--- src/rtl/pipe_stage_chain.sv ---
// Elastic register chain with per-stage valid bits, collapsing bubbles and per-stage flush.
// Optional saturating stall/bubble counters are built when PIPE_PERF_CNT_EN is defined.
module pipe_stage_chain #(
  parameter int WIDTH = 32,
  parameter int DEPTH = 5,
  parameter int CW    = 3
) (
  input  logic             Clk,
  input  logic             Reset,
  input  logic             in_valid,
  input  logic [WIDTH-1:0] in_data,
  output logic             in_ready,
  output logic             out_valid,
  output logic [WIDTH-1:0] out_data,
  input  logic             out_ready,
  input  logic [DEPTH-1:0] flush_mask,
  output logic [CW-1:0]    occupancy
`ifdef PIPE_PERF_CNT_EN
  ,
  output logic [31:0]      stall_cnt,
  output logic [31:0]      bubble_cnt
`endif
);

  logic [DEPTH-1:0] v_q, v_d;
  logic [WIDTH-1:0] d_q [DEPTH];
  logic [WIDTH-1:0] d_d [DEPTH];
  logic [CW-1:0]    occ_q, occ_d;
  logic [DEPTH-1:0] r;
  logic             ready_acc;

  // A stage may advance when any stage at or beyond it has a hole, or the sink drains.
  always_comb begin
    ready_acc = out_ready;
    r = '0;
    for (int i = DEPTH - 1; i >= 0; i--) begin
      ready_acc = ready_acc || !v_q[i];
      r[i] = ready_acc;
    end
  end

  assign in_ready = r[0] && !flush_mask[0];

  always_comb begin
    v_d = v_q;
    for (int i = 0; i < DEPTH; i++) begin
      d_d[i] = d_q[i];
    end
    if (flush_mask[0]) begin
      v_d[0] = 1'b0;
    end else if (r[0]) begin
      v_d[0] = in_valid && in_ready;
      d_d[0] = in_data;
    end
    // Flushing stage i only kills what it would hold next; its outgoing transfer still happens.
    for (int i = 1; i < DEPTH; i++) begin
      if (flush_mask[i]) begin
        v_d[i] = 1'b0;
      end else if (r[i]) begin
        v_d[i] = v_q[i-1];
        d_d[i] = d_q[i-1];
      end
    end
    occ_d = '0;
    for (int i = 0; i < DEPTH; i++) begin
      occ_d = occ_d + CW'(v_d[i]);
    end
  end

  always_ff @(posedge Clk or posedge Reset) begin
    if (Reset) begin
      v_q   <= '0;
      occ_q <= '0;
      for (int i = 0; i < DEPTH; i++) begin
        d_q[i] <= '0;
      end
    end else begin
      v_q   <= v_d;
      occ_q <= occ_d;
      for (int i = 0; i < DEPTH; i++) begin
        d_q[i] <= d_d[i];
      end
    end
  end

  assign out_valid = v_q[DEPTH-1];
  assign out_data  = d_q[DEPTH-1];
  assign occupancy = occ_q;

`ifdef PIPE_PERF_CNT_EN
  logic [31:0] stall_q, stall_d;
  logic [31:0] bubble_q, bubble_d;

  // Both counters stick at all-ones instead of wrapping.
  always_comb begin
    stall_d  = stall_q;
    bubble_d = bubble_q;
    if (out_valid && !out_ready && (stall_q != 32'hFFFF_FFFF)) begin
      stall_d = stall_q + 32'd1;
    end
    if (!out_valid && out_ready && (bubble_q != 32'hFFFF_FFFF)) begin
      bubble_d = bubble_q + 32'd1;
    end
  end

  always_ff @(posedge Clk or posedge Reset) begin
    if (Reset) begin
      stall_q  <= '0;
      bubble_q <= '0;
    end else begin
      stall_q  <= stall_d;
      bubble_q <= bubble_d;
    end
  end

  assign stall_cnt  = stall_q;
  assign bubble_cnt = bubble_q;
`endif

endmodule

--- config.mk ---
export PLATFORM = sky130hd
export DESIGN_NAME = pipe_stage_chain
export DESIGN_NICKNAME = d
export VERILOG_FILES = /design/src/rtl/pipe_stage_chain.sv
export SDC_FILE = /design/constraint.sdc
export NUM_CORES = 1
export LEC_CHECK = 0
export BUFFER_PORTS_ARGS = -buffer_cell sky130_fd_sc_hd__buf_2
export CORE_AREA = 2 2 118 120
export DETAILED_ROUTE_END_ITERATION = 8
export DIE_AREA = 0 0 120 122
export GPL_TIMING_DRIVEN = 1
export PLACE_DENSITY_LB_ADDON = 0.08
export SYNTH_ARGS = -nofsm -noshare
export SYNTH_HDL_FRONTEND = slang
export SYNTH_SLANG_ARGS = --single-unit
export TNS_END_PERCENT = 30
--- constraint.sdc ---
create_clock -name Clk -period 6.1 [get_ports Clk]
set_clock_uncertainty 0.05 [all_clocks]
set_input_delay 1.22 -clock Clk [delete_from_list [all_inputs] [get_ports Clk]]
set_output_delay 1.22 -clock Clk [all_outputs]
set_load 0.01 [all_outputs]
Word level (Yosys, flattened, before mapping)
Cells that the tools add are included.

storage, ports and cells
  flip-flop bits (word level) = 168
  bits of input ports = 41
  logic and storage cells = 44

cells by class
  reduce and logical (&&, ||, !) cells = 18
  bitwise gates (word level) = 5
  mux-type cells = 10
  add/sub/neg operators = 4

operators with widths
  kind                                    count
  1-bit two-way mux                       10
  2-bit AND reduction                     5
  3-bit by 1-bit adder with 3-bit output  2
  1-bit zero test                         6
  1-bit logical OR                        5
  1-bit NOT                               5
  2-bit by 1-bit adder with 3-bit output  1
  1-bit by 1-bit adder with 2-bit output  1
  1-bit logical AND                       2

Depth between registers and ports, before layout
  word-level depth = 14
  gate-level depth with buffers = 8

Worst setup path before layout
OpenSTA, ideal clock, no wires.

  path kind = input port to flip-flop
  from = in out_ready
  to = reg occ_q[1] (netlist: occupancy[1])
  data arrival time = 3.098 ns
  slack = 2.826 ns
  library setup time = 0.126 ns
  data required time = 5.924 ns
  stages on the path = 8
  path through = and3b_1 -> buf_6 -> a21oi_1 -> or2_2 -> fa_1 -> inv_1 -> fa_1 -> ha_1

between the ends
  cells in the longest elaborated chain, start to end = 13
  elaborated cells between the ends (all ways) = 21

RTL lines
  what                                      line  text
  from (decl)                               15    input logic out_ready,
  1-bit logical OR *                        37    ready_acc = ready_acc || !v_q[i];
  1-bit logical OR (4 in a row)             37
  1-bit logical AND                         42    assign in_ready = r[0] && !flush_mask[0];
  1-bit logical AND                         52    v_d[0] = in_valid && in_ready;
  1-bit two-way mux                         51    end else if (r[0]) begin
  1-bit two-way mux                         49    if (flush_mask[0]) begin
  1-bit by 1-bit adder with 2-bit output    66    occ_d = occ_d + CW'(v_d[i]);
  2-bit by 1-bit adder with 3-bit output    66
  3-bit by 1-bit adder with 3-bit output    66
  3-bit by 1-bit adder with 3-bit output *  66
  net occ_d[1]                              28    logic [CW-1:0] occ_q, occ_d;
  to (signal assigned)                      73    occ_q <= '0;
  to (signal assigned)                      79    occ_q <= occ_d;
  to (decl)                                 28

The timed path passes the listed nets; every way through them passes the cells marked *.
A chain may end at the register's enable or synchronous reset.

Final worst setup path
  from = in out_ready
  to = out in_ready

between the ends
  cells in the longest elaborated chain, start to end = 6

RTL lines
  what                           line  text
  1-bit logical OR (5 in a row)  37
  1-bit logical AND              42
  to (decl)                      12    output logic in_ready,

No other way between the ends.

==> results.sh <==
export IMPL_min_period_over_period_pct=63.35
export IMPL_fin_nets=500
export IMPL_ff_latch_area_mm2=0.004204
export IMPL_yosys_mux_area_fraction_pct=29.12
export IMPL_wl_per_cell_um=16.69
export IMPL_antenna_found_initial=0
export IMPL_multi_input_area_mm2=0.002217
export IMPL_swShare_pct=22.73
export IMPL_start_kind="input pin"
export IMPL_grt_pass1_wl_um=17930
export IMPL_worst_pin_slew_ns=1.140
export IMPL_ant_nets=0
export IMPL_cts_path_max_buffers=2
export IMPL_power_density_mw_per_mm2=389.8
export IMPL_dr_pass1_iters=5
export IMPL_grt_pass1_vias=3395
export IMPL_die_area_mm2=0.01464
export IMPL_cts_setup_buffers=0
export IMPL_cp_num_buf_inv=3
export IMPL_fin_util_pct=57.38
export IMPL_route_detailed_drc=0
export IMPL_num_rows=43
export IMPL_synth_area_mm2=0.006818
export IMPL_num_antenna_cells=0
export IMPL_crit_path_top_delay_cell="buf_4"
export IMPL_start_util_pct=50.49
export IMPL_final_hold_viol_count=0
export IMPL_clock_fmax_mhz=258.8
export IMPL_synth_adder_area_share_pct=0.7708
export IMPL_relSlewSlack_pct=23.80
export IMPL_path_class="input pin to output port"
export IMPL_insertion_delay_ns=0.41
export IMPL_synth_nets=447
export IMPL_yosysWarnings=0
export IMPL_clockRootBuffer="clkbuf_16"
export IMPL_wl_um=10840
export IMPL_power_leakage_nw=3.598
export IMPL_place_hpwl_um=6387
export IMPL_area_growth_pct=13.65
export IMPL_path_clk_slew_ns=0.06
export IMPL_drive_above_1_share_pct=58.85
export IMPL_clock_sinks=168
export IMPL_avgSynthCellArea_um2=16.92
export IMPL_seqPwrFrac_pct=47.4
export IMPL_p_sw_mw=0.6865
export IMPL_intPower_mw=2.334
export IMPL_synth_top_family_by_area="multiplexers"
export IMPL_critPathMaxStageDelay_ns=0.57
export IMPL_synthCells=403
export IMPL_yosysSeqAreaShare_pct=61.66
export IMPL_synth_compound_area_share_pct=1.285
export IMPL_rsz0062_at_grt="false"
export IMPL_clkPwrFrac_pct=39.0
export IMPL_finalSetupViolations=0
export IMPL_drtIter0Drc=154
export IMPL_crit_family="buffers and inverters"
export IMPL_grt_usage_pct=16.35
export IMPL_period_needed_ns=3.864
export IMPL_cts_tree="built"
export IMPL_die_h_um=122
export IMPL_setup_tns_final_ns=0
export IMPL_slew_viol_final=0
export IMPL_numPortBuffers=77
export IMPL_grt_overflow=0
export IMPL_crit_fanout=33
export IMPL_hold_class="flip-flop to flip-flop"
export IMPL_cts_buffers=17
export IMPL_fillCellCount=1073
export IMPL_cp_data_arrival_time_ns=2.59
export IMPL_synth_xor_area_share_pct=0
export IMPL_vias=3253
export IMPL_pwr_share_comb_pct=13.6
export IMPL_maxCapViolCount=0
export IMPL_core_mm2=0.01350
export IMPL_cp_cell_sequence="buf_2 -> and2b_1 -> a41oi_4 -> buf_4 -> buf_2"
export IMPL_die_x_um=120
export IMPL_status="complete, no violations"
export IMPL_viasPerCell=5.012
export IMPL_cp_common_cell="buf_2"
export IMPL_cts_hold_buf=0
export IMPL_h_tree_depth=4
export IMPL_gp_congestion=0.7694
export IMPL_grt_max_degree=70
export IMPL_synth_simple_area_share_pct=1.266
export IMPL_pin_count=78
export IMPL_cts_repair_resized=0
export IMPL_crit_required_ns=4.83
export IMPL_vdd_drop_max_v=0.0001473
export IMPL_synth_cell_types=23
export IMPL_synth_seq_cells=168
export IMPL_cp_end_kind="output port"
[metrics by stage]
step	area, µm²	std cells	hold WS [ns]	setup WS, ns	power (mW)
detailed placement	7086	617	0.4230	2.216	1.874
global route	7749	649	0.4475	2.168	3.167
floorplan	6818	403	0.4022	0.2833	1.812
finish	7749	649	0.4306	2.236	3.020
CTS	7749	649	0.4372	2.214	3.059
global placement	7086	617	0.4148	2.234	1.851
[final timing paths]
path	startpoint	endpoint	slack, ns	depth (start not counted)
max	out_ready	in_ready	2.24	5
min	d_q[46]$_DFFE_PP0P_	d_q[46]$_DFFE_PP0P_	0.43	1
max reg2reg	v_q[3]$_DFF_PP0_	occupancy[1]$_DFF_PP0_	3.40	7
min reg2reg	d_q[46]$_DFFE_PP0P_	d_q[46]$_DFFE_PP0P_	0.43	1
max in group asynchronous	Reset	d_q[150]$_DFFE_PP0N_	4.13	3
min in group asynchronous	Reset	d_q[32]$_DFFE_PP0P_	0.73	2
[metal layers]
layer  up-vias  GRT usage [%]  share of wire (%)
met3        12          4.541                2.8
met5         -              0                  0
li1       1475              -                  -
met1      1708          21.73                 47
met4         0          6.176                1.2
met2        58          25.78                 49
[cell type report]
class                      instances  share of cell area, %
inverter                           3                 0.2099
clock buffer                      20                  6.023
multi-input combinational        184                  28.61
sequential                       168                  54.25
clock inverter                    12                  2.535
tap                              180                  2.907
timing repair buffer              82                  5.458
[synth_stat cells]
| cell | count | area [µm²] |
|---|---|---|
| a41oi_4 | 1 | 27.53 |
| or2_2 | 2 | 12.51 |
| nor2_4 | 1 | 11.26 |
| mux2_2 | 103 | 1160 |
| buf_4 | 35 | 262.8 |
| nor2_1 | 6 | 22.52 |
| ha_1 | 1 | 12.51 |
| buf_2 | 3 | 15.01 |
| o21ba_2 | 1 | 10.01 |
| and3b_1 | 1 | 8.760 |
| o21bai_1 | 1 | 7.510 |
| inv_1 | 3 | 11.26 |
| dfrtp_1 | 168 | 4204 |
| and4_1 | 1 | 8.760 |
| buf_6 | 10 | 112.6 |
| mux2_4 | 49 | 735.7 |
| nor2_2 | 1 | 6.260 |
| fa_1 | 2 | 40.04 |
| mux2_1 | 8 | 90.09 |
| and2_4 | 1 | 8.760 |
| and2b_1 | 1 | 7.510 |
| a21oi_4 | 2 | 32.53 |
| a21oi_1 | 2 | 10.01 |
[placed cells by master (no fill, tap or decap), types with 2 or more instances in the layout]
master	n
a21oi_1	2
fa_1	2
inv_1	2
clkbuf_16	17
clkbuf_8	3
a21oi_4	2
clkinvlp_4	3
mux2_2	103
nor2_4	2
mux2_4	49
dfrtp_1	168
bufinv_16	5
or2_2	2
mux2_1	8
buf_4	5
clkinv_2	3
buf_2	77
nor2_1	6
[sequential cells by signal (all words and copies together), names as in the netlist]
signal / count
occupancy: 3
d_q: 128
v_q: 5
out_data: 32
[kinds of logic after synthesis]
group           count (synthesis)
compound gates                  7
fa+ha+maj                       3
buf+inv                        51
flops                         168
mux                           160
simple gates                   14
[power by group through the flow]
stage               logic [mW]  registers [mW]  clock network [mW]
global placement         0.408            1.44                   0
global route             0.450            1.46                1.25
finish                   0.410            1.43                1.18
detailed placement       0.420            1.45                   0
floorplan                0.395            1.42                   0
CTS                      0.420            1.44                1.20
(Power assumes the default switching activity.)
